### src/rtl/key_event_pkg.sv
// key_event_pkg: shared definitions for the key event decoder.
//   state_t : one-hot FSM encoding (also exported on the debug state field)
//   TW      : width of the tick counter and of the timing parameters
//   sat_inc : saturating increment used by the tick counter
package key_event_pkg;

  localparam int TW = 16;

  typedef enum logic [4:0] {
    IDLE     = 5'b00001,
    PRESSED  = 5'b00010,
    LHELD    = 5'b00100,
    WAIT2    = 5'b01000,
    PRESSED2 = 5'b10000
  } state_t;

  function automatic logic [TW-1:0] sat_inc(input logic [TW-1:0] v, input logic en);
    return (en && (v != '1)) ? v + TW'(1) : v;
  endfunction

endpackage

### src/rtl/key_event_if.sv
// key_event_if: bundle between the debounced key source and the event decoder.
//   key_i      : debounced key level (1 = pressed), sampled every clock
//   press_o .. repeat_o : registered one-cycle event pulses
//   held_o     : level, high while the key is considered pressed
//   dbg_state  : current FSM state, for checkers and debug
// Handshake: none. key_i is a plain level sampled on every rising clk edge; each
// event output is a single-cycle pulse that the consumer must sample that cycle
// (there is no ready/backpressure, an unsampled pulse is lost).
// Modports: master = key source / event consumer, slave = the decoder.
interface key_event_if;
  import key_event_pkg::*;

  logic   key_i;
  logic   press_o;
  logic   release_o;
  logic   click_o;
  logic   dclick_o;
  logic   long_o;
  logic   repeat_o;
  logic   held_o;
  state_t dbg_state;

  modport master (
    output key_i,
    input  press_o, release_o, click_o, dclick_o, long_o, repeat_o, held_o, dbg_state
  );

  modport slave (
    input  key_i,
    output press_o, release_o, click_o, dclick_o, long_o, repeat_o, held_o, dbg_state
  );

endinterface

### src/rtl/key_event_tick_gen.sv
// tick_gen: prescaler producing one tick every TICK_DIV clock cycles.
//   clk  : system clock
//   rst  : asynchronous active-high reset
//   clr  : restart the prescaler from 0 (used on every FSM state change)
//   tick : high during the last cycle of each TICK_DIV-cycle period
module tick_gen
  import key_event_pkg::*;
#(
  parameter logic [TW-1:0] TICK_DIV = 16'd50000
) (
  input  logic clk,
  input  logic rst,
  input  logic clr,
  output logic tick
);

  logic [TW-1:0] presc;

  // tick does not depend on clr: the FSM uses tick to decide whether to change
  // state, and that decision is what drives clr.
  assign tick = (presc == TICK_DIV - TW'(1));

  always_ff @(posedge clk or posedge rst) begin
    if (rst) begin
      presc <= '0;
    end else if (clr || tick) begin
      presc <= '0;
    end else begin
      presc <= presc + TW'(1);
    end
  end

endmodule

### src/rtl/key_event.sv
// key_event: decodes a debounced key level into registered one-cycle events:
// press, release, click, double-click, long-press and auto-repeat.
//   clk : system clock, rising edge
//   rst : asynchronous active-high reset
//   bus : key_event_if.slave (key_i in; event pulses, held_o, dbg_state out)
// Timing parameters are in ticks of TICK_DIV clock cycles. The prescaler and
// tick counter restart on every state change, so a threshold of N ticks fires
// exactly N*TICK_DIV cycles after the state was entered.
module key_event
  import key_event_pkg::*;
#(
  parameter logic [TW-1:0] TICK_DIV = 16'd50000,
  parameter logic [TW-1:0] LONG_T   = 16'd800,
  parameter logic [TW-1:0] REPEAT_T = 16'd150,
  parameter logic [TW-1:0] DCLICK_T = 16'd250
) (
  input  logic        clk,
  input  logic        rst,
  key_event_if.slave  bus
);

  state_t        state_q, state_d;
  logic          key_d, armed;
  logic          rise, fall;
  logic          tick, clr, rep_fire;
  logic [TW-1:0] tcnt, tnext;
  logic          long_hit, dclick_hit, rep_hit;
  logic          press_d, release_d, click_d, dclick_d, long_d, repeat_d, held_d;

  tick_gen #(.TICK_DIV(TICK_DIV)) u_tick_gen (
    .clk  (clk),
    .rst  (rst),
    .clr  (clr),
    .tick (tick)
  );

  // A press only counts once the key has been seen released after reset, so a
  // key held through reset stays silent until it is let go.
  assign rise = bus.key_i & ~key_d & armed;
  assign fall = ~bus.key_i & key_d;

  // Thresholds are compared against the value the counter is about to take, so
  // the event pulse (one cycle later) lands exactly on the N-tick boundary.
  assign tnext      = sat_inc(tcnt, tick);
  assign long_hit   = tick && (tnext == LONG_T);
  assign dclick_hit = tick && (tnext == DCLICK_T);
  assign rep_hit    = tick && (tnext == REPEAT_T);

  assign clr = (state_d != state_q);

  always_comb begin
    state_d   = state_q;
    press_d   = 1'b0;
    release_d = 1'b0;
    click_d   = 1'b0;
    dclick_d  = 1'b0;
    long_d    = 1'b0;
    repeat_d  = 1'b0;
    rep_fire  = 1'b0;
    // Key edges are tested before timer expiry in every state: an edge wins.
    case (state_q)
      IDLE: begin
        if (rise) begin
          press_d = 1'b1;
          state_d = PRESSED;
        end
      end
      PRESSED: begin
        if (fall) begin
          release_d = 1'b1;
          if (DCLICK_T == '0) begin
            click_d = 1'b1;
            state_d = IDLE;
          end else begin
            state_d = WAIT2;
          end
        end else if (long_hit) begin
          long_d  = 1'b1;
          state_d = LHELD;
        end
      end
      LHELD: begin
        if (fall) begin
          release_d = 1'b1;
          state_d   = IDLE;
        end else if (rep_hit) begin
          // Restart the tick count for the next repeat interval; the
          // prescaler has just wrapped, so the period stays exact.
          repeat_d = 1'b1;
          rep_fire = 1'b1;
        end
      end
      WAIT2: begin
        if (rise) begin
          press_d = 1'b1;
          state_d = PRESSED2;
        end else if (dclick_hit) begin
          click_d = 1'b1;
          state_d = IDLE;
        end
      end
      PRESSED2: begin
        if (fall) begin
          release_d = 1'b1;
          dclick_d  = 1'b1;
          state_d   = IDLE;
        end else if (long_hit) begin
          // The first press was a complete click; report it with the long press.
          click_d = 1'b1;
          long_d  = 1'b1;
          state_d = LHELD;
        end
      end
      default: state_d = IDLE;
    endcase
  end

  assign held_d = (state_d == PRESSED) || (state_d == LHELD) || (state_d == PRESSED2);

  always_ff @(posedge clk or posedge rst) begin
    if (rst) begin
      state_q       <= IDLE;
      key_d         <= 1'b0;
      armed         <= 1'b0;
      tcnt          <= '0;
      bus.press_o   <= 1'b0;
      bus.release_o <= 1'b0;
      bus.click_o   <= 1'b0;
      bus.dclick_o  <= 1'b0;
      bus.long_o    <= 1'b0;
      bus.repeat_o  <= 1'b0;
      bus.held_o    <= 1'b0;
    end else begin
      state_q       <= state_d;
      key_d         <= bus.key_i;
      armed         <= armed | ~bus.key_i;
      tcnt          <= (clr || rep_fire) ? '0 : tnext;
      bus.press_o   <= press_d;
      bus.release_o <= release_d;
      bus.click_o   <= click_d;
      bus.dclick_o  <= dclick_d;
      bus.long_o    <= long_d;
      bus.repeat_o  <= repeat_d;
      bus.held_o    <= held_d;
    end
  end

  assign bus.dbg_state = state_q;

endmodule

### src/flat_wrapper.sv
// flat-port wrapper written by rule: the top's interface ports become plain ports
module key_event_flat import key_event_pkg::*;
#(
  parameter logic [TW-1:0] TICK_DIV = 16'd50000,
  parameter logic [TW-1:0] LONG_T   = 16'd800,
  parameter logic [TW-1:0] REPEAT_T = 16'd150,
  parameter logic [TW-1:0] DCLICK_T = 16'd250
)
  (clk, rst, bus_key_i, bus_press_o, bus_release_o, bus_click_o, bus_dclick_o, bus_long_o, bus_repeat_o, bus_held_o, bus_dbg_state);
  key_event_if bus_i ();
  input  logic clk;
  input  logic rst;
  input wire logic [$bits(bus_i.key_i)-1:0] bus_key_i;
  output wire logic [$bits(bus_i.press_o)-1:0] bus_press_o;
  output wire logic [$bits(bus_i.release_o)-1:0] bus_release_o;
  output wire logic [$bits(bus_i.click_o)-1:0] bus_click_o;
  output wire logic [$bits(bus_i.dclick_o)-1:0] bus_dclick_o;
  output wire logic [$bits(bus_i.long_o)-1:0] bus_long_o;
  output wire logic [$bits(bus_i.repeat_o)-1:0] bus_repeat_o;
  output wire logic [$bits(bus_i.held_o)-1:0] bus_held_o;
  output wire logic [$bits(bus_i.dbg_state)-1:0] bus_dbg_state;
  assign bus_i.key_i = bus_key_i;
  assign bus_press_o = bus_i.press_o;
  assign bus_release_o = bus_i.release_o;
  assign bus_click_o = bus_i.click_o;
  assign bus_dclick_o = bus_i.dclick_o;
  assign bus_long_o = bus_i.long_o;
  assign bus_repeat_o = bus_i.repeat_o;
  assign bus_held_o = bus_i.held_o;
  assign bus_dbg_state = bus_i.dbg_state;
  key_event #(.TICK_DIV(TICK_DIV), .LONG_T(LONG_T), .REPEAT_T(REPEAT_T), .DCLICK_T(DCLICK_T)) u_core (.clk(clk), .rst(rst), .bus(bus_i));
endmodule
### config.mk
export PLATFORM = sky130hd
export DESIGN_NAME = key_event_flat
export DESIGN_NICKNAME = d
export VERILOG_FILES = /design/src/rtl/key_event_pkg.sv /design/src/rtl/key_event_if.sv /design/src/rtl/key_event_tick_gen.sv /design/src/rtl/key_event.sv /design/src/flat_wrapper.sv
export SDC_FILE = /design/constraint.sdc
export NUM_CORES = 1
export LEC_CHECK = 0
export BUFFER_PORTS_ARGS = -buffer_cell sky130_fd_sc_hd__buf_2
export CAP_MARGIN = 15
export CELL_PAD_IN_SITES_DETAIL_PLACEMENT = 0
export CELL_PAD_IN_SITES_GLOBAL_PLACEMENT = 1
export CORE_AREA = 2 2 84 86
export CTS_BUF_LIST = sky130_fd_sc_hd__clkbuf_2 sky130_fd_sc_hd__clkbuf_4 sky130_fd_sc_hd__clkbuf_8
export DETAILED_ROUTE_END_ITERATION = 6
export DIE_AREA = 0 0 86 88
export PLACE_DENSITY_LB_ADDON = 0.1
export SLEW_MARGIN = 20
export SYNTH_ARGS = -nofsm -noshare
export SYNTH_HDL_FRONTEND = slang
export SYNTH_HIERARCHICAL = 1
export SYNTH_SLANG_ARGS = --single-unit
### constraint.sdc
create_clock -name clk -period 3.4 [get_ports clk]
set_clock_uncertainty 0.1 [all_clocks]
set_input_delay 0.85 -clock clk [delete_from_list [all_inputs] [get_ports clk]]
set_output_delay 0.85 -clock clk [all_outputs]
set_load 0.005 [all_outputs]
-- After elaboration in Yosys (flattened, before gate mapping)
Cells that the tools add are included.
- flip-flop bits (word level): 46
- equal/unequal tests: 14
- bitwise operators: 6
- add/sub/neg operators: 2
- reduce and logical (&&, ||, !) cells: 11
- multiplexer cells: 25
- operators by type and width (kind ; count):
    $mux W16 ; 3
    $mux W5 ; 7
    $add A16 B1 Y16 const B ; 2
    $eq A16 B8 Y1 const B ; 2
    $pmux W5 S5 ; 1
    $eq A16 B10 Y1 const B ; 1
    $eq A16 B16 Y1 const B ; 1
    $ne A16 B16 Y1 const B ; 1
    $mux W1 ; 13
    $eq A5 B2 Y1 const B ; 2
    $eq A5 B3 Y1 const B ; 2
    $eq A5 B5 Y1 const B ; 2
    $eq A5 B1 Y1 const B ; 1
    $eq A5 B4 Y1 const B ; 1
    $ne A5 B5 Y1 ; 1
    $logic_and A1 B1 Y1 ; 4
    $logic_or A1 B1 Y1 ; 4
    $reduce_or A2 Y1 ; 2
    $and A1 B1 Y1 ; 3
    $reduce_or A3 Y1 ; 1
    $not A1 Y1 ; 2
    $pmux W1 S2 ; 1
    $or A1 B1 Y1 ; 1

-- Logic depth before layout (Yosys ltp)
Gate-level depths: netlist of the first run.
- depth after elaboration: 11
- mapped depth: 14

-- Cells and area by module
The synthesis of the first run kept the hierarchy.
- by module, submodules not included (module ; area an instance (um^2) ; cells each ; sequential area each (um^2) ; times used):
    key_event ; 2089.5 ; 237 ; 752.0 ; 1
    tick_gen ; 862.1 ; 83 ; 400.4 ; 1

-- Worst setup path after synthesis of the first run
OpenSTA, ideal clock, no wires.
- path kind: reg-to-reg
- start: reg u_core.u_tick_gen.presc[0]
- end: reg u_core.u_tick_gen.presc[8]
- setup time: 0.119 ns
- period minus slack after synthesis: 3.234 ns
- setup slack: 0.166 ns
- stages on the path, launching flop included: 15
- arrival time: 3.015 ns
- path through: dfrtp_1 > ha_1 > and3_1 > and4_4 > and4_1 > o311ai_1 > o31a_1 > a211oi_2 > nand2_1 > a211oi_2 > or2_1 > or2_1 > buf_6 > buf_12 > nor2_2
- word-level cells in the longest chain between the ends: 11
- elaborated cells between the ends (all ways): 17
- RTL lines (item ; RTL line ; RTL):
    from (decl) ; key_event_tick_gen.sv:17 ; logic [TW-1:0] presc;
    from (signal assigned) ; key_event_tick_gen.sv:29 ; presc <= presc + TW'(1);
    $eq A16 B16 Y1 (*) ; key_event_tick_gen.sv:21 ; assign tick = (presc == TICK_DIV - TW'(1));
    via u_core.tick ; key_event.sv:25 ; logic tick, clr, rep_fire;
    $logic_and A1 B1 Y1 ; key_event_pkg.sv:18 ; return (en && (v != '1)) ? v + TW'(1) : v;
    $mux W16 ; key_event_pkg.sv:18 ;
    $eq A16 B10 Y1 or $eq A16 B8 Y1 (tied branches) ; key_event.sv:45, key_event.sv:46 ;
    $logic_and A1 B1 Y1, on equally long branches ; key_event.sv:45, key_event.sv:46 ;
    $mux W5, on equally long branches ; key_event.sv:77, key_event.sv:107, key_event.sv:97 ;
    $mux W5, on equally long branches ; key_event.sv:103, key_event.sv:69, key_event.sv:94 ;
    $pmux W5 S5 (*) ; key_event.sv:61 ; case (state_q)
    $ne A5 B5 Y1 (*) ; key_event.sv:49 ; assign clr = (state_d != state_q);
    via u_core.clr ; key_event.sv:25 ;
    $logic_or A1 B1 Y1 (*) ; key_event_tick_gen.sv:26 ; end else if (clr || tick) begin
    $mux W16 (*) ; key_event_tick_gen.sv:26 ;
Mark *: on every way through the listed nets, which the timed path passes. The rest lies on a longest branch.

-- Worst setup path in the final report of the first run
- start: reg u_core.u_tick_gen.presc[11]
- end: reg u_core.u_tick_gen.presc[15]
The elaborated chain is that of the path after synthesis.

==> impl_results.rst, run 1 <==
.. list-table::
   :header-rows: 1

   * - Metric
     - Value
   * - Multi-input gate area in the final layout
     - 0.00171 sq mm
   * - Total number of vias
     - 2,465
   * - Cell type with the highest aggregate area in the netlist
     - sky130_fd_sc_hd__dfrtp_1
   * - Worst setup EP type
     - flop
   * - Global-route wire length before repair
     - 11,500 um
   * - ANT cells
     - 0
   * - CP startpoint
     - u_core/u_tick_gen/presc[11]
   * - Average footprint of a synthesized cell
     - 9.22 sq um
   * - Number of hold buffers added after CTS
     - 0
   * - Beginning of the worst register-to-register path
     - u_core/u_tick_gen/presc[11]
   * - Post-Syn Instances
     - 320
   * - Critical path class
     - reg2reg
   * - Post-synth ARST share
     - 1.00
   * - Critical Path Start Type
     - flop
   * - Die Footprint
     - 0.00757 sq mm
   * - Class of the most critical hold timing path
     - reg2reg
   * - DR pass1 iterations
     - 4
   * - Count of final hold-check violations
     - 0
   * - Met2 GRT Util
     - 0.283
   * - Initial standard-cell utilization of the core
     - 0.444
   * - Top Ports
     - 15
   * - Detailed placement HPWL
     - 5070 um
   * - Actual slew at the worst max-slew pin
     - 0.582 ns
   * - Clock share of power
     - 0.357
   * - Clock tree from TritonCTS
     - yes
   * - Tightest hold margin
     - 0.380 ns
   * - Final period util
     - 0.948
   * - Fillcell total
     - 636
   * - Count of unresolved DRC violations after routing
     - 0
   * - Clk sinks
     - 46
   * - Final net count
     - 357
   * - # rows
     - 30
   * - Fraction of layout instances using a drive strength above 1
     - 0.261
   * - Deepest clock path buffer count
     - 2
   * - Placer Congestion
     - 0.826
   * - Vias per cell
     - 5.69
   * - Final max-slew violation count
     - 0
   * - Net Count, Synth
     - 325
   * - Register share of total power
     - 0.501
   * - Post-synth cell types
     - 66
   * - Area occupied by registers
     - 0.00115 sq mm
   * - Setup slack of the most critical reg-to-reg path
     - 0.18 ns
   * - H-tree lvl count
     - 2
   * - Critical Path AT
     - 3.31 ns
   * - Switching share of total power
     - 0.264
   * - Antenna violations before repair
     - 0
   * - Clock latency on the worst-skew pair
     - 0.30 ns
   * - Clock-pin transition on the worst setup and hold timing paths
     - 0.10 ns
   * - Source of the worst hold timing path
     - u_core/armed
   * - Final Worst Setup Slack
     - 0.177 ns
   * - Power density of the placed cells
     - 344 mW/mm^2
   * - Synthesis-to-finish area growth
     - 15.0%
   * - Highest net fanout along the worst path
     - 15
   * - Global-route congestion overflow total
     - 0
   * - Core footprint
     - 0.00664 sq mm
   * - Cell internal pwr
     - 0.000860 W
   * - Final setup viols
     - 0
   * - Largest cells by area after synthesis
     - sky130_fd_sc_hd__dfrtp_1, sky130_fd_sc_hd__xnor2_1, sky130_fd_sc_hd__nor2_1
   * - Post-Route Setup TNS
     - 0 ns
   * - Worst reg2reg path depth
     - 12
   * - Primary flip-flop cell chosen by synthesis mapping
     - sky130_fd_sc_hd__dfrtp_1
   * - Most congested layer reported by global routing
     - met1
   * - Setup WS pre-CTS
     - 0.0139 ns
   * - Total number of yosys warnings
     - 6
   * - Fmax achieved
     - 310 MHz
   * - Combinational Power Share
     - 0.142
   * - Most used standard cells in the synthesized netlist
     - sky130_fd_sc_hd__dfrtp_1, sky130_fd_sc_hd__nor2_1, sky130_fd_sc_hd__nand3_1, sky130_fd_sc_hd__nand2_1, sky130_fd_sc_hd__xnor2_1
   * - Post-synthesis register bit count
     - 46
   * - Final WL
     - 6770 um
   * - Run status
     - complete, no violations
   * - Global Route Usage Sum
     - 0.192
   * - Pin count of the biggest net entering global routing
     - 31
   * - Total chip power
     - 0.00117 W
   * - Terminus of the critical flop-to-flop path
     - u_core/u_tick_gen/presc[15]
   * - Number of violations reported at the end of detailed-routing iteration 0
     - 236
   * - Mapped Area
     - 0.00295 sq mm
   * - Number of buffers created by CTS
     - 5
   * - Most numerous cell in the Yosys netlist
     - sky130_fd_sc_hd__dfrtp_1
   * - GR Util met1
     - 0.293
   * - Shortest period the worst path allows
     - 3.22 ns
   * - # Max-Cap Violations
     - 0
   * - Static power due to leakage
     - 1.39 nW
   * - Fraction of the yosys area taken by sequential cells
     - 0.390
   * - Fraction of synthesized cell area taken by the top area cell type
     - 0.382
   * - Die height
     - 88 um
   * - Crit path capture
     - u_core/u_tick_gen/presc[15]
   * - Endpoint required time on the critical path
     - 3.49 ns
   * - Die Span X
     - 86 um
   * - Worst IR drop on VDD
     - 0.197 mV
   * - Worst slew margin relative to its limit
     - 0.611
   * - Per-cell routed wire length
     - 15.6 um
   * - Number of buffers added on ports
     - 14
   * - Met3 Usage GRT
     - 0.0311
   * - Setup repair after global routing missed its margin
     - no
   * - Post-synth EDFFs
     - 0
   * - Net switching power
     - 0.000308 W
   * - Vias in the first global route
     - 2,253
   * - Number of nets with antenna violations after routing
     - 0
   * - Cell chosen for the clock root
     - sky130_fd_sc_hd__clkbuf_8
[cell usage in the layout (no fill, tap or decap), types with 3 or more instances in the layout]
cell | synthesis | final
sky130_fd_sc_hd__nor2_1 | 34 | 34
sky130_fd_sc_hd__xor2_1 | 7 | 7
sky130_fd_sc_hd__nor4_1 | 10 | 8
sky130_fd_sc_hd__dfrtp_1 | 45 | 44
sky130_fd_sc_hd__and3_1 | 10 | 8
sky130_fd_sc_hd__o21ai_0 | 7 | 7
sky130_fd_sc_hd__clkbuf_8 | 0 | 5
sky130_fd_sc_hd__nand2b_1 | 5 | 5
sky130_fd_sc_hd__a211oi_2 | 2 | 3
sky130_fd_sc_hd__nor2_2 | 10 | 10
sky130_fd_sc_hd__nand3_1 | 20 | 20
sky130_fd_sc_hd__xnor2_1 | 18 | 18
sky130_fd_sc_hd__nor3_1 | 12 | 11
sky130_fd_sc_hd__nor3b_1 | 3 | 3
sky130_fd_sc_hd__nor2b_1 | 5 | 5
sky130_fd_sc_hd__buf_4 | 1 | 24
sky130_fd_sc_hd__a21oi_1 | 9 | 8
sky130_fd_sc_hd__buf_2 | 6 | 14
sky130_fd_sc_hd__or2_1 | 3 | 3
sky130_fd_sc_hd__and2_1 | 3 | 3
sky130_fd_sc_hd__nand2_1 | 19 | 18
sky130_fd_sc_hd__nand4_1 | 11 | 11
sky130_fd_sc_hd__o211ai_1 | 4 | 4
sky130_fd_sc_hd__inv_1 | 13 | 13
sky130_fd_sc_hd__or4_1 | 3 | 3
[worst min path at each step]
stage               cells after the start  slack, ns            to
detailed placement                      1       0.36  u_core/armed
global placement                        1       0.35  u_core/armed
floorplan                               1       0.34  u_core/armed
finish                                  1       0.38  u_core/armed
global route                            1       0.41  u_core/armed
CTS                                     1       0.38  u_core/armed
[per-stage QoR]
step,std cells,area [sq um],utilization
after floorplan,320,2950,-
after global placement,419,3170,0.478
after detailed placement,419,3170,0.478
after CTS,427,3290,0.496
after global routing,433,3390,0.511
final,433,3390,0.511
[layout make-up]
class | count | area share
clock buffer | 6 | 0.0225
tap | 80 | 0.0295
inverter | 13 | 0.0144
multi-input combinational | 247 | 0.503
timing repair buffer | 39 | 0.0796
clock inverter | 2 | 0.0111
sequential | 46 | 0.340
[metal layers]
layer	part of all wire	up-vias
li1	-	1219
met1	0.51	1185
met3	0.036	9
met5	0	-
met4	0.013	0
met2	0.44	52
[power groups by stage]
stage                     registers, W  clock network [W]  logic, W
final                         0.000585           0.000417  0.000166
after global routing          0.000588           0.000447  0.000185
after CTS                     0.000585           0.000429  0.000159
after detailed placement      0.000596                  0  0.000158
after global placement        0.000596                  0  0.000159
after floorplan               0.000592                  0  0.000121
[flip-flops by register name, summed over array words and instances, names as in the netlist]
signal,count
u_core/u_tick_gen/presc,16
u_core/key_d,1
u_core/tcnt,16
u_core/bus.release_o,1
u_core/bus.held_o,1
u_core/bus.long_o,1
u_core/bus.dclick_o,1
u_core/bus.dbg_state,5
u_core/bus.click_o,1
u_core/bus.press_o,1
u_core/bus.repeat_o,1
u_core/armed,1
[cells by family (layout without fill, tap and decap cells)]
kind of cell | after synthesis | after routing | synth area share
AO/OA/AOI/OAI | 45 | 45 | 0.118
AND/OR/NAND/NOR | 172 | 172 | 0.346
XOR/XNOR | 25 | 25 | 0.0742
multiplexers | 3 | 3 | 0.0110
adder cells (fa/ha/maj) | 2 | 2 | 0.00848
buffers and inverters | 27 | 60 | 0.0513
flip-flops | 46 | 46 | 0.390
[critical path, cell delays in order, from the launching register on]
cell and delay [ns]:
sky130_fd_sc_hd__dfrtp_2 0.44, sky130_fd_sc_hd__nor4bb_2 0.30, sky130_fd_sc_hd__and4_4 0.31, sky130_fd_sc_hd__nand3_1 0.24, sky130_fd_sc_hd__nor4_1 0.34, sky130_fd_sc_hd__o211ai_1 0.13
sky130_fd_sc_hd__a211oi_2 0.36, sky130_fd_sc_hd__nand2_2 0.14, sky130_fd_sc_hd__a211oi_2 0.24, sky130_fd_sc_hd__or2_1 0.15, sky130_fd_sc_hd__or2_1 0.14, sky130_fd_sc_hd__buf_12 0.16
sky130_fd_sc_hd__nor2_1 0.06
[repair_timing]
item / CTS / global route
setup buffers: 0 / 6
pin swaps: 2 / 5
resized for setup: 1 / 14
hold endpoints to repair: 0 / 0
setup endpoints to repair: 7 / 20
No activity file was read; power rests on OpenSTA's default activity.
==> run 2: changes to the inputs <==
--- a/config.mk
+++ b/config.mk
@@ -7,13 +7,11 @@
 export LEC_CHECK = 0
 export BUFFER_PORTS_ARGS = -buffer_cell sky130_fd_sc_hd__buf_2
 export CAP_MARGIN = 15
-export CELL_PAD_IN_SITES_DETAIL_PLACEMENT = 0
-export CELL_PAD_IN_SITES_GLOBAL_PLACEMENT = 1
-export CORE_AREA = 2 2 84 86
+export CORE_AREA = 2 2 75 77
 export CTS_BUF_LIST = sky130_fd_sc_hd__clkbuf_2 sky130_fd_sc_hd__clkbuf_4 sky130_fd_sc_hd__clkbuf_8
 export DETAILED_ROUTE_END_ITERATION = 6
-export DIE_AREA = 0 0 86 88
-export PLACE_DENSITY_LB_ADDON = 0.1
+export DIE_AREA = 0 0 77 79
+export PLACE_DENSITY = 0.77
 export SLEW_MARGIN = 20
 export SYNTH_ARGS = -nofsm -noshare
 export SYNTH_HDL_FRONTEND = slang
==> impl_results.rst, run 2 (same netlist as run 1, synthesis figures left out) <==
.. list-table::
   :header-rows: 1

   * - Metric
     - Value
   * - Net switching power
     - 0.000310 W (+0.75%)
   * - Combinational Power Share
     - 0.132 (-0.010)
   * - Placer Congestion
     - 0.880 (+6.6%)
   * - Number of nets with antenna violations after routing
     - 0 (unchanged)
   * - Delay of the slowest critical-path stage
     - 0.46 ns (+0.02 ns)
   * - Beginning of the worst register-to-register path
     - u_core/u_tick_gen/presc[13]
   * - Class of the most critical hold timing path
     - reg2reg
   * - Number of buffers created by CTS
     - 5 (unchanged)
   * - Highest net fanout along the worst path
     - 15 (unchanged)
   * - Final WL
     - 6470 um (-4.5%)
   * - Run status
     - complete, no violations
   * - Vias per cell
     - 6.02 (+5.7%)
   * - # rows
     - 27 (-10%)
   * - Count of unresolved DRC violations after routing
     - 0 (unchanged)
   * - Die height
     - 79 um (-10%)
   * - Count of final hold-check violations
     - 0 (unchanged)
   * - # Max-Cap Violations
     - 0 (unchanged)
   * - Endpoint required time on the critical path
     - 3.50 ns (about the same)
   * - Final max-slew violation count
     - 0 (unchanged)
   * - Cell chosen for the clock root
     - sky130_fd_sc_hd__clkbuf_8
   * - Clock latency on the worst-skew pair
     - 0.31 ns (about the same)
   * - Cell internal pwr
     - 0.000846 W (-1.6%)
   * - Tightest hold margin
     - 0.375 ns (-0.00433 ns)
   * - H-tree lvl count
     - 2 (unchanged)
   * - Die Footprint
     - 0.00608 sq mm (-20%)
   * - Final Worst Setup Slack
     - 0.155 ns (-0.0217 ns)
   * - Critical Path Slowest Stage Cell
     - sky130_fd_sc_hd__dfrtp_2
   * - Core footprint
     - 0.00534 sq mm (-20%)
   * - Register share of total power
     - 0.506 (+0.005)
   * - Final standard cell area without fillers
     - 0.00329 sq mm (-3.1%)
   * - Initial standard-cell utilization of the core
     - 0.553 (+0.109)
   * - Static power due to leakage
     - 1.34 nW (-4.2%)
   * - Global-route congestion overflow total
     - 0 (unchanged)
   * - Switching share of total power
     - 0.268 (+0.00461)
   * - Number of buffers added on ports
     - 14 (unchanged)
   * - Detailed placement HPWL
     - 4690 um (-7.4%)
   * - Fillcell total
     - 460 (-28%)
   * - Global Route Usage Sum
     - 0.221 (+0.0287)
   * - Total chip power
     - 0.00116 W (-0.99%)
   * - Critical Path AT
     - 3.35 ns (+0.04 ns)
   * - Most common cell after layout, fill and taps aside
     - sky130_fd_sc_hd__dfrtp_1
   * - Setup slack of the most critical reg-to-reg path
     - 0.16 ns (-0.02 ns)
   * - Final net count
     - 344 (-3.6%)
   * - Per-cell routed wire length
     - 15.7 um (+0.40%)
   * - Synthesis-to-finish area growth
     - 11.4%
   * - Deepest clock path buffer count
     - 2 (unchanged)
   * - Source of the worst hold timing path
     - u_core/armed
   * - Fraction of layout instances using a drive strength above 1
     - 0.226 (-0.0342)
   * - Clock-pin transition on the worst setup and hold timing paths
     - 0.09 ns (about the same)
   * - Antenna violations before repair
     - 0 (unchanged)
   * - Clock share of power
     - 0.363 (+0.006)
   * - Power density of the placed cells
     - 352 mW/mm^2 (+2.2%)
   * - Pin count of the biggest net entering global routing
     - 18 (-42%)
   * - Fmax achieved
     - 308 MHz (-0.67%)
   * - Final setup viols
     - 0 (unchanged)
   * - Global-route wire length before repair
     - 10,700 um (-6.6%)
   * - Critical path class
     - reg2reg
   * - Shortest period the worst path allows
     - 3.24 ns (+0.0217 ns)
   * - Cell Chain, Critical Path
     - nor4bb_4, and4_4, and4_4, o311ai_2, o31a_1, a211oi_2, nand2_2, a211oi_2, or2_1, or2_1, buf_12, nor2_1
   * - Number of violations reported at the end of detailed-routing iteration 0
     - 226 (-4.2%)
   * - Final period util
     - 0.954 (+0.00638)
   * - DR pass1 iterations
     - 4 (unchanged)
   * - Number of hold buffers added after CTS
     - 0 (unchanged)
   * - Vias in the first global route
     - 2,226 (-1.2%)
   * - Worst slew margin relative to its limit
     - 0.532 (-0.0794)
   * - Total cell area at the placement stage
     - 0.00309 sq mm (-2.7%)
   * - Total number of vias
     - 2,480 (+0.61%)
   * - ANT cells
     - 0 (unchanged)
   * - Worst IR drop on VDD
     - 0.207 mV (+5.4%)
   * - Commonest cells after routing, fill and taps aside
     - sky130_fd_sc_hd__dfrtp_1, sky130_fd_sc_hd__nor2_1, sky130_fd_sc_hd__nand3_1
   * - Top Ports
     - 15 (unchanged)
   * - Die Span X
     - 77 um (-10%)
   * - Clock tree from TritonCTS
     - yes
   * - CP startpoint
     - u_core/u_tick_gen/presc[13]
   * - Critical Path Start Type
     - flop
   * - Setup WS pre-CTS
     - -0.0801 ns (-0.0940 ns)
   * - Crit path buffers/inverters
     - 1 (unchanged)
   * - Actual slew at the worst max-slew pin
     - 0.695 ns (+0.113 ns)
   * - Worst setup EP type
     - flop
   * - Crit-path leading delay family
     - simple AND/OR/NAND/NOR gates
   * - Clk sinks
     - 46 (unchanged)
==> run 2: cell count changes in the layout (fill, tap and decap cells not counted) <==
cell,change
sky130_fd_sc_hd__buf_4,-13
sky130_fd_sc_hd__a21oi_1,+1
sky130_fd_sc_hd__a21oi_2,-1
sky130_fd_sc_hd__and3_1,+1
sky130_fd_sc_hd__and3_2,-1
sky130_fd_sc_hd__clkbuf_4,-1
sky130_fd_sc_hd__clkinv_2,+1
sky130_fd_sc_hd__clkinvlp_4,-1
sky130_fd_sc_hd__inv_6,+1
sky130_fd_sc_hd__nor4bb_2,-1
sky130_fd_sc_hd__nor4bb_4,+1
sky130_fd_sc_hd__o21ai_0,-1
sky130_fd_sc_hd__o21ai_1,+1
==> run 2: metal layers <==
layer,global-route usage,vias up,share of wire
met1,0.304,1203,0.46
met4,0.0643,0,0.012
met2,0.361,68,0.49
met3,0.0364,8,0.042
li1,-,1201,-
met5,0,-,0
==> run 2: worst reg2reg max path: stages (launching register included) <==
cell	delay, ns
sky130_fd_sc_hd__dfrtp_2	0.46
sky130_fd_sc_hd__nor4bb_4	0.33
sky130_fd_sc_hd__and4_4	0.34
sky130_fd_sc_hd__and4_4	0.27
sky130_fd_sc_hd__o311ai_2	0.17
sky130_fd_sc_hd__o31a_1	0.37
sky130_fd_sc_hd__a211oi_2	0.21
sky130_fd_sc_hd__nand2_2	0.13
sky130_fd_sc_hd__a211oi_2	0.25
sky130_fd_sc_hd__or2_1	0.15
sky130_fd_sc_hd__or2_1	0.14
sky130_fd_sc_hd__buf_12	0.16
sky130_fd_sc_hd__nor2_1	0.06
==> run 2: power groups by stage <==
stage / combinational [W] / sequential (W) / clock (W)
2_1_floorplan: 0.000121 / 0.000592 / 0
5_1_grt: 0.000170 / 0.000589 / 0.000446
4_1_cts: 0.000144 / 0.000588 / 0.000429
3_3_place_gp: 0.000142 / 0.000597 / 0
6_report: 0.000152 / 0.000585 / 0.000419
3_5_place_dp: 0.000144 / 0.000598 / 0
==> run 2: area by class of cell <==
cell class	count	area [sq um]	share of cell area
multi-input combinational	247	1710	0.520
sequential	46	1150	0.351
timing repair buffer	26	173	0.0525
tap	72	90.1	0.0274
clock buffer	5	68.8	0.0209
inverter	13	48.8	0.0148
clock inverter	3	43.8	0.0133
==> run 2: through the flow <==
step	std cells	util	TNS [ns]
after global placement	401	0.579	0
after CTS	409	0.602	0
after floorplan	320	-	0
after detailed placement	401	0.579	-0.732
after global routing	412	0.616	-0.0269
final	412	0.616	0
==> run 2: timing repair <==
action	CTS	global route
pin swaps	0	4
buffers inserted	0	3
gates resized for setup	2	14
endpoints found under the setup margin	15	16
==> run 2: path summary, 6_finish.rpt <==
| path | to | cells after the start |
|---|---|---|
| worst max-delay path | u_core/u_tick_gen/presc[4] | 12 |
| worst min-delay path | u_core/armed | 1 |
| worst max register to register | u_core/u_tick_gen/presc[4] | 12 |
| worst min register to register | u_core/armed | 1 |
| max in group asynchronous | u_core/tcnt[10] | 3 |
| min in group asynchronous | u_core/key_d | 2 |
